**src/rtl/id_ex_skid_reg_pkg.sv**
```systemverilog
// Shared pipeline definitions for the ID->EX skid register: field widths,
// bubble instruction, occupancy state encoding and the stored payload record.
package id_ex_skid_reg_pkg;

    localparam int INST_WIDTH   = 32;
    localparam int ADDR_WIDTH   = 32;
    localparam int DATA_WIDTH   = 32;
    localparam int LSU_OP_WIDTH = 4;
    localparam int EXU_OP_WIDTH = 6;
    localparam int CSR_OP_WIDTH = 3;
    localparam int REG_WIDTH    = 5;

    localparam logic [INST_WIDTH-1:0] NOP_INST_DEFAULT = 32'h0340_0000;

    typedef enum logic [1:0] {
        ST_EMPTY = 2'd0,
        ST_ONE   = 2'd1,
        ST_FULL  = 2'd2
    } skid_state_e;

    typedef struct packed {
        logic [INST_WIDTH-1:0]   inst;
        logic [ADDR_WIDTH-1:0]   pc;
        logic [DATA_WIDTH-1:0]   ls_data;
        logic [LSU_OP_WIDTH-1:0] ls_op;
        logic [DATA_WIDTH-1:0]   oprand1;
        logic [DATA_WIDTH-1:0]   oprand2;
        logic [EXU_OP_WIDTH-1:0] ex_op;
        logic [CSR_OP_WIDTH-1:0] csr_op;
        logic [REG_WIDTH-1:0]    rd_wr_addr;
        logic                    rd_wr_en;
    } id_ex_payload_t;

    // Number of held entries implied by a state.
    function automatic logic [1:0] state_occupancy(skid_state_e s);
        logic [1:0] occ;
        case (s)
            ST_EMPTY: occ = 2'd0;
            ST_ONE:   occ = 2'd1;
            ST_FULL:  occ = 2'd2;
            default:  occ = 2'd0;
        endcase
        return occ;
    endfunction

endpackage

```
**src/rtl/id_ex_skid_reg_if.sv**
```systemverilog
// Decoded-instruction payload bundle passed between ID and EX.
// Modport i receives the bundle, modport o drives it.
interface id_stage_if
    import id_ex_skid_reg_pkg::*;
();
    logic [INST_WIDTH-1:0]   inst;
    logic [ADDR_WIDTH-1:0]   pc;
    logic [DATA_WIDTH-1:0]   ls_data;
    logic [LSU_OP_WIDTH-1:0] ls_op;
    logic [DATA_WIDTH-1:0]   oprand1;
    logic [DATA_WIDTH-1:0]   oprand2;
    logic [EXU_OP_WIDTH-1:0] ex_op;
    logic [CSR_OP_WIDTH-1:0] csr_op;
    logic [REG_WIDTH-1:0]    rd_wr_addr;
    logic                    rd_wr_en;

    modport i (
        input inst, pc, ls_data, ls_op, oprand1, oprand2,
              ex_op, csr_op, rd_wr_addr, rd_wr_en
    );

    modport o (
        output inst, pc, ls_data, ls_op, oprand1, oprand2,
               ex_op, csr_op, rd_wr_addr, rd_wr_en
    );
endinterface

```
**src/rtl/id_ex_skid_reg_entry.sv**
```systemverilog
// One payload storage slot (MAIN or SKID). Not reset: contents are only
// observed while marked valid, and the bubble mask covers everything else.
module id_ex_entry
    import id_ex_skid_reg_pkg::*;
(
    input  logic           clk,
    input  logic           load,
    input  id_ex_payload_t d,
    output id_ex_payload_t q
);

    // Capture the payload when the control logic selects this slot.
    always_ff @(posedge clk) begin
        if (load) begin
            q <= d;
        end
    end

endmodule

```
**src/rtl/id_ex_skid_reg.sv**
```systemverilog
// Two-entry ID->EX skid register: fully registered id_ready, 1/cycle
// throughput, flush support and a saturating EX back-pressure counter.
module id_ex_skid_reg
    import id_ex_skid_reg_pkg::*;
#(
    parameter logic [INST_WIDTH-1:0] NOP_INST = NOP_INST_DEFAULT
) (
    input  logic          clk,
    input  logic          rst_n,
    id_stage_if.i         id,
    input  logic          id_valid,
    output logic          id_ready,
    id_stage_if.o         ex,
    output logic          ex_valid,
    input  logic          ex_ready,
    input  logic          flush,
    output logic [1:0]    occupancy,
    output logic [31:0]   stall_cnt
);

    skid_state_e    state_r;
    skid_state_e    state_s;
    logic           id_ready_r;
    logic           ex_valid_r;
    logic [1:0]     occupancy_r;
    logic [31:0]    stall_cnt_r;
    logic           accept_s;
    logic           deliver_s;
    logic           main_load_s;
    logic           skid_load_s;
    logic           main_from_skid_s;
    id_ex_payload_t id_payload_s;
    id_ex_payload_t main_d_s;
    id_ex_payload_t main_q_s;
    id_ex_payload_t skid_q_s;
    id_ex_payload_t ex_payload_s;

    assign accept_s  = id_valid & id_ready_r;
    assign deliver_s = ex_valid_r & ex_ready;

    // Pack the incoming interface fields into one payload record.
    always_comb begin
        id_payload_s            = '0;
        id_payload_s.inst       = id.inst;
        id_payload_s.pc         = id.pc;
        id_payload_s.ls_data    = id.ls_data;
        id_payload_s.ls_op      = id.ls_op;
        id_payload_s.oprand1    = id.oprand1;
        id_payload_s.oprand2    = id.oprand2;
        id_payload_s.ex_op      = id.ex_op;
        id_payload_s.csr_op     = id.csr_op;
        id_payload_s.rd_wr_addr = id.rd_wr_addr;
        id_payload_s.rd_wr_en   = id.rd_wr_en;
    end

    // Next-state and slot load decisions; flush overrides everything.
    always_comb begin
        state_s          = state_r;
        main_load_s      = 1'b0;
        skid_load_s      = 1'b0;
        main_from_skid_s = 1'b0;
        if (flush) begin
            state_s = ST_EMPTY;
        end else begin
            case (state_r)
                ST_EMPTY: begin
                    if (accept_s) begin
                        state_s     = ST_ONE;
                        main_load_s = 1'b1;
                    end else begin
                        state_s = ST_EMPTY;
                    end
                end
                ST_ONE: begin
                    if (accept_s && deliver_s) begin
                        state_s     = ST_ONE;
                        main_load_s = 1'b1;
                    end else if (accept_s) begin
                        state_s     = ST_FULL;
                        skid_load_s = 1'b1;
                    end else if (deliver_s) begin
                        state_s = ST_EMPTY;
                    end else begin
                        state_s = ST_ONE;
                    end
                end
                ST_FULL: begin
                    if (deliver_s) begin
                        state_s          = ST_ONE;
                        main_load_s      = 1'b1;
                        main_from_skid_s = 1'b1;
                    end else begin
                        state_s = ST_FULL;
                    end
                end
                default: begin
                    state_s = ST_EMPTY;
                end
            endcase
        end
    end

    assign main_d_s = main_from_skid_s ? skid_q_s : id_payload_s;

    id_ex_entry u_main (
        .clk  (clk),
        .load (main_load_s),
        .d    (main_d_s),
        .q    (main_q_s)
    );

    id_ex_entry u_skid (
        .clk  (clk),
        .load (skid_load_s),
        .d    (id_payload_s),
        .q    (skid_q_s)
    );

    // State register plus handshake/occupancy flags decoded from the next state.
    always_ff @(posedge clk or negedge rst_n) begin
        if (!rst_n) begin
            state_r     <= ST_EMPTY;
            id_ready_r  <= 1'b1;
            ex_valid_r  <= 1'b0;
            occupancy_r <= 2'd0;
        end else begin
            state_r     <= state_s;
            id_ready_r  <= (state_s != ST_FULL);
            ex_valid_r  <= (state_s != ST_EMPTY);
            occupancy_r <= state_occupancy(state_s);
        end
    end

    // Count cycles EX holds back a valid payload; saturates, survives flush.
    always_ff @(posedge clk or negedge rst_n) begin
        if (!rst_n) begin
            stall_cnt_r <= 32'd0;
        end else if (ex_valid_r && !ex_ready && (stall_cnt_r != 32'hFFFF_FFFF)) begin
            stall_cnt_r <= stall_cnt_r + 32'd1;
        end
    end

    // Present MAIN when valid, otherwise a harmless bubble.
    always_comb begin
        ex_payload_s = '0;
        if (ex_valid_r) begin
            ex_payload_s = main_q_s;
        end else begin
            ex_payload_s      = '0;
            ex_payload_s.inst = NOP_INST;
        end
    end

    assign ex.inst       = ex_payload_s.inst;
    assign ex.pc         = ex_payload_s.pc;
    assign ex.ls_data    = ex_payload_s.ls_data;
    assign ex.ls_op      = ex_payload_s.ls_op;
    assign ex.oprand1    = ex_payload_s.oprand1;
    assign ex.oprand2    = ex_payload_s.oprand2;
    assign ex.ex_op      = ex_payload_s.ex_op;
    assign ex.csr_op     = ex_payload_s.csr_op;
    assign ex.rd_wr_addr = ex_payload_s.rd_wr_addr;
    assign ex.rd_wr_en   = ex_payload_s.rd_wr_en;

    assign id_ready  = id_ready_r;
    assign ex_valid  = ex_valid_r;
    assign occupancy = occupancy_r;
    assign stall_cnt = stall_cnt_r;

endmodule

```
**src/flat_wrapper.sv**
```systemverilog
// flat-port wrapper written by rule: the top's interface ports become plain ports
module id_ex_skid_reg_flat import id_ex_skid_reg_pkg::*;
#(
    parameter logic [INST_WIDTH-1:0] NOP_INST = NOP_INST_DEFAULT
)
  (clk, rst_n, id_valid, id_ready, ex_valid, ex_ready, flush, occupancy, stall_cnt, id_inst, id_pc, id_ls_data, id_ls_op, id_oprand1, id_oprand2, id_ex_op, id_csr_op, id_rd_wr_addr, id_rd_wr_en, ex_inst, ex_pc, ex_ls_data, ex_ls_op, ex_oprand1, ex_oprand2, ex_ex_op, ex_csr_op, ex_rd_wr_addr, ex_rd_wr_en);
  id_stage_if id_i ();
  id_stage_if ex_i ();
  input  logic clk;
  input  logic rst_n;
  input  logic id_valid;
  output logic id_ready;
  output logic ex_valid;
  input  logic ex_ready;
  input  logic flush;
  output logic [1:0] occupancy;
  output logic [31:0] stall_cnt;
  input wire logic [$bits(id_i.inst)-1:0] id_inst;
  input wire logic [$bits(id_i.pc)-1:0] id_pc;
  input wire logic [$bits(id_i.ls_data)-1:0] id_ls_data;
  input wire logic [$bits(id_i.ls_op)-1:0] id_ls_op;
  input wire logic [$bits(id_i.oprand1)-1:0] id_oprand1;
  input wire logic [$bits(id_i.oprand2)-1:0] id_oprand2;
  input wire logic [$bits(id_i.ex_op)-1:0] id_ex_op;
  input wire logic [$bits(id_i.csr_op)-1:0] id_csr_op;
  input wire logic [$bits(id_i.rd_wr_addr)-1:0] id_rd_wr_addr;
  input wire logic [$bits(id_i.rd_wr_en)-1:0] id_rd_wr_en;
  output wire logic [$bits(ex_i.inst)-1:0] ex_inst;
  output wire logic [$bits(ex_i.pc)-1:0] ex_pc;
  output wire logic [$bits(ex_i.ls_data)-1:0] ex_ls_data;
  output wire logic [$bits(ex_i.ls_op)-1:0] ex_ls_op;
  output wire logic [$bits(ex_i.oprand1)-1:0] ex_oprand1;
  output wire logic [$bits(ex_i.oprand2)-1:0] ex_oprand2;
  output wire logic [$bits(ex_i.ex_op)-1:0] ex_ex_op;
  output wire logic [$bits(ex_i.csr_op)-1:0] ex_csr_op;
  output wire logic [$bits(ex_i.rd_wr_addr)-1:0] ex_rd_wr_addr;
  output wire logic [$bits(ex_i.rd_wr_en)-1:0] ex_rd_wr_en;
  assign id_i.inst = id_inst;
  assign id_i.pc = id_pc;
  assign id_i.ls_data = id_ls_data;
  assign id_i.ls_op = id_ls_op;
  assign id_i.oprand1 = id_oprand1;
  assign id_i.oprand2 = id_oprand2;
  assign id_i.ex_op = id_ex_op;
  assign id_i.csr_op = id_csr_op;
  assign id_i.rd_wr_addr = id_rd_wr_addr;
  assign id_i.rd_wr_en = id_rd_wr_en;
  assign ex_inst = ex_i.inst;
  assign ex_pc = ex_i.pc;
  assign ex_ls_data = ex_i.ls_data;
  assign ex_ls_op = ex_i.ls_op;
  assign ex_oprand1 = ex_i.oprand1;
  assign ex_oprand2 = ex_i.oprand2;
  assign ex_ex_op = ex_i.ex_op;
  assign ex_csr_op = ex_i.csr_op;
  assign ex_rd_wr_addr = ex_i.rd_wr_addr;
  assign ex_rd_wr_en = ex_i.rd_wr_en;
  id_ex_skid_reg #(.NOP_INST(NOP_INST)) u_core (.clk(clk), .rst_n(rst_n), .id(id_i), .id_valid(id_valid), .id_ready(id_ready), .ex(ex_i), .ex_valid(ex_valid), .ex_ready(ex_ready), .flush(flush), .occupancy(occupancy), .stall_cnt(stall_cnt));
endmodule
```
**config.mk**
```make
export PLATFORM = sky130hd
export DESIGN_NAME = id_ex_skid_reg_flat
export DESIGN_NICKNAME = d
export VERILOG_FILES = /design/src/rtl/id_ex_skid_reg_pkg.sv /design/src/rtl/id_ex_skid_reg_if.sv /design/src/rtl/id_ex_skid_reg_entry.sv /design/src/rtl/id_ex_skid_reg.sv /design/src/flat_wrapper.sv
export SDC_FILE = /design/constraint.sdc
export NUM_CORES = 1
export LEC_CHECK = 0
export CORE_MARGIN = 8
export CORE_UTILIZATION = 30
export DETAILED_ROUTE_END_ITERATION = 12
export SETUP_SLACK_MARGIN = 0.2
export SLEW_MARGIN = 5
export SYNTH_ARGS = -nofsm -noshare
export SYNTH_HDL_FRONTEND = slang
export SYNTH_SLANG_ARGS = --single-unit
```
**constraint.sdc**
```tcl
create_clock -name clk -period 18.15 [get_ports clk]
set_clock_uncertainty 0.2 [all_clocks]
set_input_delay 4.5375 -clock clk [delete_from_list [all_inputs] [get_ports clk]]
set_output_delay 4.5375 -clock clk [all_outputs]
set_load 0.02 [all_outputs]
```
==> metrics.txt, run 1 <==
DP Wirelength between 20,000 and 30,000 um; GRT Residual Overflow 0; I/O Buffers 398; die width 246.4 um; Yosys top cell by area edfxtp_1; largest net degree at the start of global routing 102; hold path depth 1; commonest cells after routing, fill and taps aside clkdlybuf4s50_1 (397), edfxtp_1 (358), mux2_2 (180), and2_1 (179), clkbuf_16 (45); run status finished, final reports clean; first-pass GRT wire length 63,870 um; height of the chip 246.4 um; post_cts resized 0; share of layout cells above drive strength 1 19.23%; num rows 84; DRC viols 0; Syn. warnings 0; WP data required 13.41 ns; Ports about 400; via/cell ratio between 4 and 5; crit-path max FO 101; Synth cell types 37; dpl ws roughly 10 ns; RSZ-0062 raised after global routing false; overall routed net length 42,910 um; CTS sink cnt 396; leakage 7.706 nW; clock buffer depth 3; critical path type reg2out; Seq cells post-synth roughly 400; initial antenna violation count 11; Reg clk slew, reported paths 0.06 ns; Post-Syn Area 15,930 um^2; final worst slack 9.955 ns; path category of the worst min-delay check reg2reg; Worst Setup Start Kind register; CTS Hold Buffers Added 0; core area 52,550 um^2; First DRT Iteration DRCs 575; die area 60,730 um^2; setup bufs post-CTS 0; sequential cell area fraction in the yosys report between 70% and 80%; setup_tns 0 ns; commonest non-fill, non-tap cell in the layout clkdlybuf4s50_1; power density cells 101.4 nW/um^2; drt wl/cell 20.66 um; Post-Syn Instances 934; CTS tree yes; period utilisation layout a little under half; Worst Tran Pin Value 1.063 ns; via count 9,366; H-Tree Depth 2; Peak Freq 122.0 MHz; Fin. Hold Viols 0; Max-Cap Viols 0; register area 11,710 um^2; global-route usage over all layers around 14%; worst reg-to-reg path cell count 7; drt pass-1 iters 4; nets@finish 1,534; arrival time worst endpoint approximately 3.5 ns; Root Buffer clkbuf_16; Setup-failing EPs final 0; relative slew slack 29.12%; vias in the first global route 9,983; TritonCTS Buffers 45; Routed Antenna Nets 0; Final Wtd Congestion 0.7975; Tmin final 8.195 ns; critical path endpoint category output pin; Avg Cell Area, Syn 17.06 um^2; Slew Limit Fails 0; footprint of the multi-input gates between 4000 and 5000 um^2; synthesis-to-layout area growth 38.89%; Fillers 4,788; Initial Util 30.31%; Synth Net Count 1,121; area share of the largest cell type after synthesis slightly below 70%; Worst-Skew Late Latency 0.56 ns; worst IR drop on VDD 0.05814 mV; Area contributors post-synth edfxtp_1 (67%), mux2_2 (13%), and2_1 (7.0%), dfrtp_1 (5.8%), xor2_1 (0.99%)
-- cell usage after synthesis --
master    number
a21o_1         3
buf_2          1
clkbuf_1      34
nand3b_1       1
buf_6          1
or4_1          1
a21oi_1        2
nor3_1         8
nand4_2        1
nand2b_1       6
mux2_2       180
or3_1          2
dfrtp_1       37
nand4_1       14
nor4_1         9
buf_1          6
o211a_1        1
or2_2          2
xor2_1        18
and4_1         3
and2_1       179
or4_4          2
and3_1         5
nor3b_1        2
edfxtp_1     358
o21a_1         1
nand3_1        9
nor4_4         1
and3b_1        1
and3_4         1
inv_1          4
nor2_1         8
nor2b_1        2
xnor2_1       11
ha_1           3
dfstp_2        1
nand2_1       16
-- cell families (layout without fill, tap and decap cells) --
group | after synthesis | count (layout) | synth area share, %
adders and majority gates | 3 | 3 | 0.2357
muxes | 180 | 180 | 12.72
buffers and inverters | 46 | 495 | 1.139
xor gates and xnor gates | 29 | 29 | 1.594
other | 0 | 6 | 0
DFF | 396 | 396 | 73.46
AOI/OAI and AO/OA | 7 | 7 | 0.3142
and+or+nand+nor | 273 | 273 | 10.53
-- power by group --
part,internal [mW],leakage (nW),total (mW),switching [mW]
Clock,0.499,0.676,0.863,0.364
Combinational,0.151,3.24,0.306,0.156
Sequential,1.05,3.79,1.07,0.0257
Total,1.70,7.71,2.24,0.546
-- layout make-up --
cell class / instances / area share (%)
clock inverters: 32 / 1.165
inverters: 4 / 0.06786
well taps: 688 / 3.891
diodes: 6 / 0.06786
repair buffers: 408 / 18.32
flip-flops and latches: 396 / 52.91
clock buffers: 51 / 5.191
multi-input cells: 492 / 18.39
-- worst paths after layout --
path | startpoint | endpoint | slack (ns)
max | u_core.ex_valid$_DFF_PN0_ | ex_oprand1[2] | 9.96
min | u_core.stall_cnt[19]$_DFFE_PN0P_ | u_core.stall_cnt[19]$_DFFE_PN0P_ | 0.30
max reg2reg | u_core.ex_valid$_DFF_PN0_ | u_core.u_main.q[54]$_DFFE_PP_ | 13.99
min reg2reg | u_core.stall_cnt[19]$_DFFE_PN0P_ | u_core.stall_cnt[19]$_DFFE_PN0P_ | 0.30
max in group asynchronous | rst_n | u_core.ex_valid$_DFF_PN0_ | 13.23
min in group asynchronous | rst_n | u_core.stall_cnt[3]$_DFFE_PN0P_ | 3.89
-- routing by layer --
metal	global-route usage, %	up-vias	part of all wire [%]
li1	-	4312	-
met1	17.31	4672	42
met2	21.43	317	48
met3	5.133	55	8.7
met4	4.191	10	1.9
met5	0	-	0.16
-- critical path, cell delays in order, from the launching register on --
cell and delay (ns):
dfrtp_4 1.04, buf_4 0.72, and2_1 0.28, clkdlybuf4s50_1 0.71
-- state kept, by name (all words and copies together), names as in the netlist --
name,cells
u_core.u_main.q,179
u_core.ex_valid,1
u_core.occupancy,2
u_core.state_r,2
u_core.u_skid.q,179
u_core.stall_cnt,32
u_core.id_ready,1
-- per-stage QoR --
step	cells	power [mW]	util (%)	instance area, um^2	hold slack, ns
global placement	1988	1.403	39.40	20700	0.2812
detailed placement	1988	1.405	39.40	20700	0.2964
floorplan	934	1.234	-	15930	0.3248
global route	2074	2.339	42.09	22120	0.3347
CTS	2071	2.290	42.08	22110	0.3038
finish	2077	2.243	42.10	22130	0.2970
No activity file was read; power rests on OpenSTA's default activity.
==> inputs of run 2 (changes only) <==
- clock period: 18.15 -> 7.6 ns (I/O delays scaled with it)
==> metrics.txt, run 2 (synthesis results as in run 1) <==
synthesis-to-layout area growth 38.78% (about the same); Setup-failing EPs final 0 (unchanged); run status finished, final reports clean; DP Wirelength 28,510 um (-1.4%); crit-path max FO 73 (-28%); Ports 399 (unchanged); path category of the worst min-delay check reg2reg; TritonCTS Buffers 44 (-2.2%); die area 60,730 um^2 (unchanged); nets@finish 1,534 (unchanged); GRT Residual Overflow 0 (unchanged); CP startpoint u_core.ex_valid$_DFF_PN0_; H-Tree Depth 2 (unchanged); initial antenna violation count 8 (-3); setup_tns 0 ns (unchanged); critical path endpoint category output pin; Slew Limit Fails 0 (unchanged); Routed Antenna Nets 0 (unchanged); Critical Path Slowest Stage Cell dfrtp_4; global-route usage over all layers 13.33% (-0.29 points); First DRT Iteration DRCs 516 (-10%); largest net degree at the start of global routing 112 (+9.8%); worst r2r src u_core.ex_valid$_DFF_PN0_; vias in the first global route 10,091 (+1.1%); num rows 84 (unchanged); first-pass GRT wire length 63,180 um (-1.1%); share of layout cells above drive strength 1 18.78% (-0.45 points); post_cts resized 0 (unchanged); Worst-Skew Late Latency 0.56 ns (about the same); Peak Freq around 200 MHz; Worst Setup Start Kind register; drt pass-1 iters 5 (+1); WP data required 5.50 ns (-7.91 ns); CTS Hold Buffers Added 0 (unchanged); slowest cell delay on critical path 0.72 ns (-0.32 ns); relative slew slack 34.92% (+5.8 points); arrival time worst endpoint 2.92 ns (-0.54 ns); via count 9,300 (-0.70%); Worst Tran Pin Value 0.9673 ns (-0.09593 ns); Reg clk slew, reported paths 0.06 ns (about the same); Initial Util 30.31% (unchanged); commonest non-fill, non-tap cell in the layout clkdlybuf4s50_1; core area 52,550 um^2 (unchanged); Tmin final 5.021 ns; Placed Area 20,750 um^2 (+0.24%); power density cells 240.5 nW/um^2 (+140%); hold path depth 1 (unchanged); hold_sp u_core.stall_cnt[19]$_DFFE_PN0P_; critical path type reg2out; setup bufs post-CTS 0 (unchanged); drt wl/cell 20.32 um (-1.6%); height of the chip 246.4 um (unchanged); Fin. Hold Viols 0 (unchanged); via/cell ratio 4.486 (-0.51%); worst IR drop on VDD 0.1741 mV (+200%); RSZ-0062 raised after global routing false; leakage 7.698 nW (-0.11%); cell area after layout 22,110 um^2 (about the same); Root Buffer clkbuf_16; Final Wtd Congestion 0.7805 (-2.1%); I/O Buffers 398 (unchanged); clock buffer depth 3 (unchanged); overall routed net length 42,120 um (-1.8%); die width 246.4 um (unchanged); worst reg-to-reg path cell count 6 (-1); commonest cells after routing, fill and taps aside clkdlybuf4s50_1 (398), edfxtp_1 (358), mux2_2 (180), and2_1 (179), clkbuf_16 (45); DRC viols 0 (unchanged); CTS tree yes; CTS sink cnt 396 (unchanged); critical-path cell list buf_4 -> and2_1 -> clkdlybuf4s50_1; Max-Cap Viols 0 (unchanged); period utilisation layout 66.07%
==> run 2: cell types whose count changed in the layout (fill, tap and decap cells not counted), moves of 2 or more <==
| cell | delta |
|---|---|
| buf_12 | +3 |
| buf_4 | -2 |
| clkbuf_1 | +11 |
| clkbuf_8 | +2 |
| clkinv_1 | -9 |
| clkinv_2 | -2 |
| clkinv_8 | -2 |
| clkinvlp_4 | -4 |
==> run 2: per-stage QoR <==
| stage | total power [mW] | hold WS [ns] | std cells | worst slack [ns] | util, % |
|---|---|---|---|---|---|
| detailed placement | 3.363 | 0.2931 | 1989 | 2.455 | 39.50 |
| global placement | 3.356 | 0.2904 | 1989 | 2.497 | 39.50 |
| global route | 5.522 | 0.3265 | 2070 | 2.347 | 42.06 |
| finish | 5.318 | 0.2909 | 2073 | 2.579 | 42.07 |
| CTS | 5.415 | 0.3007 | 2067 | 2.400 | 42.04 |
| floorplan | 2.930 | 0.3248 | 934 | 0.5035 | - |
==> run 2: layout make-up <==
type,instances,area [um^2]
Multi-Input combinational cell,492,4069
Sequential cell,396,11710
Inverter,4,15.01
Antenna cell,6,15.01
Fill cell,4807,30440
Clock buffer,64,1217
Timing Repair Buffer,409,4104
Tap cell,688,860.8
Clock inverter,14,121.4
==> run 2: worst max-delay path: cells and delay by family (launching register included) <==
kind          cells  cell delay, ns
flops             1            0.72
simple gates      1            0.29
buf+inv           2            1.23
==> run 2: power by group <==
group | leakage, nW | internal [mW] | switching [mW]
Clock | 0.654 | 1.18 | 0.840
Sequential | 3.79 | 2.50 | 0.0529
Combinational | 3.26 | 0.364 | 0.383
Total | 7.70 | 4.04 | 1.28
==> run 2: path summary, 6_finish.rpt <==
| path | endpoint | slack [ns] |
|---|---|---|
| worst min-delay path | u_core.stall_cnt[19]$_DFFE_PN0P_ | 0.29 |
| min in group asynchronous | u_core.stall_cnt[1]$_DFFE_PN0P_ | 1.58 |
| worst max register to register | u_core.u_main.q[156]$_DFFE_PP_ | 3.77 |
| worst min register to register | u_core.stall_cnt[19]$_DFFE_PN0P_ | 0.29 |
| max in group asynchronous | u_core.ex_valid$_DFF_PN0_ | 5.24 |
| worst max-delay path | ex_inst[14] | 2.58 |
==> run 2: metal layers <==
| metal | up-vias | GRT usage (%) | wire length [um] |
|---|---|---|---|
| met3 | 58 | 4.917 | 3554 |
| met5 | - | 0 | 9 |
| met2 | 282 | 21.51 | 20190 |
| met1 | 4653 | 16.75 | 17530 |
| li1 | 4305 | - | - |
| met4 | 2 | 3.585 | 841 |
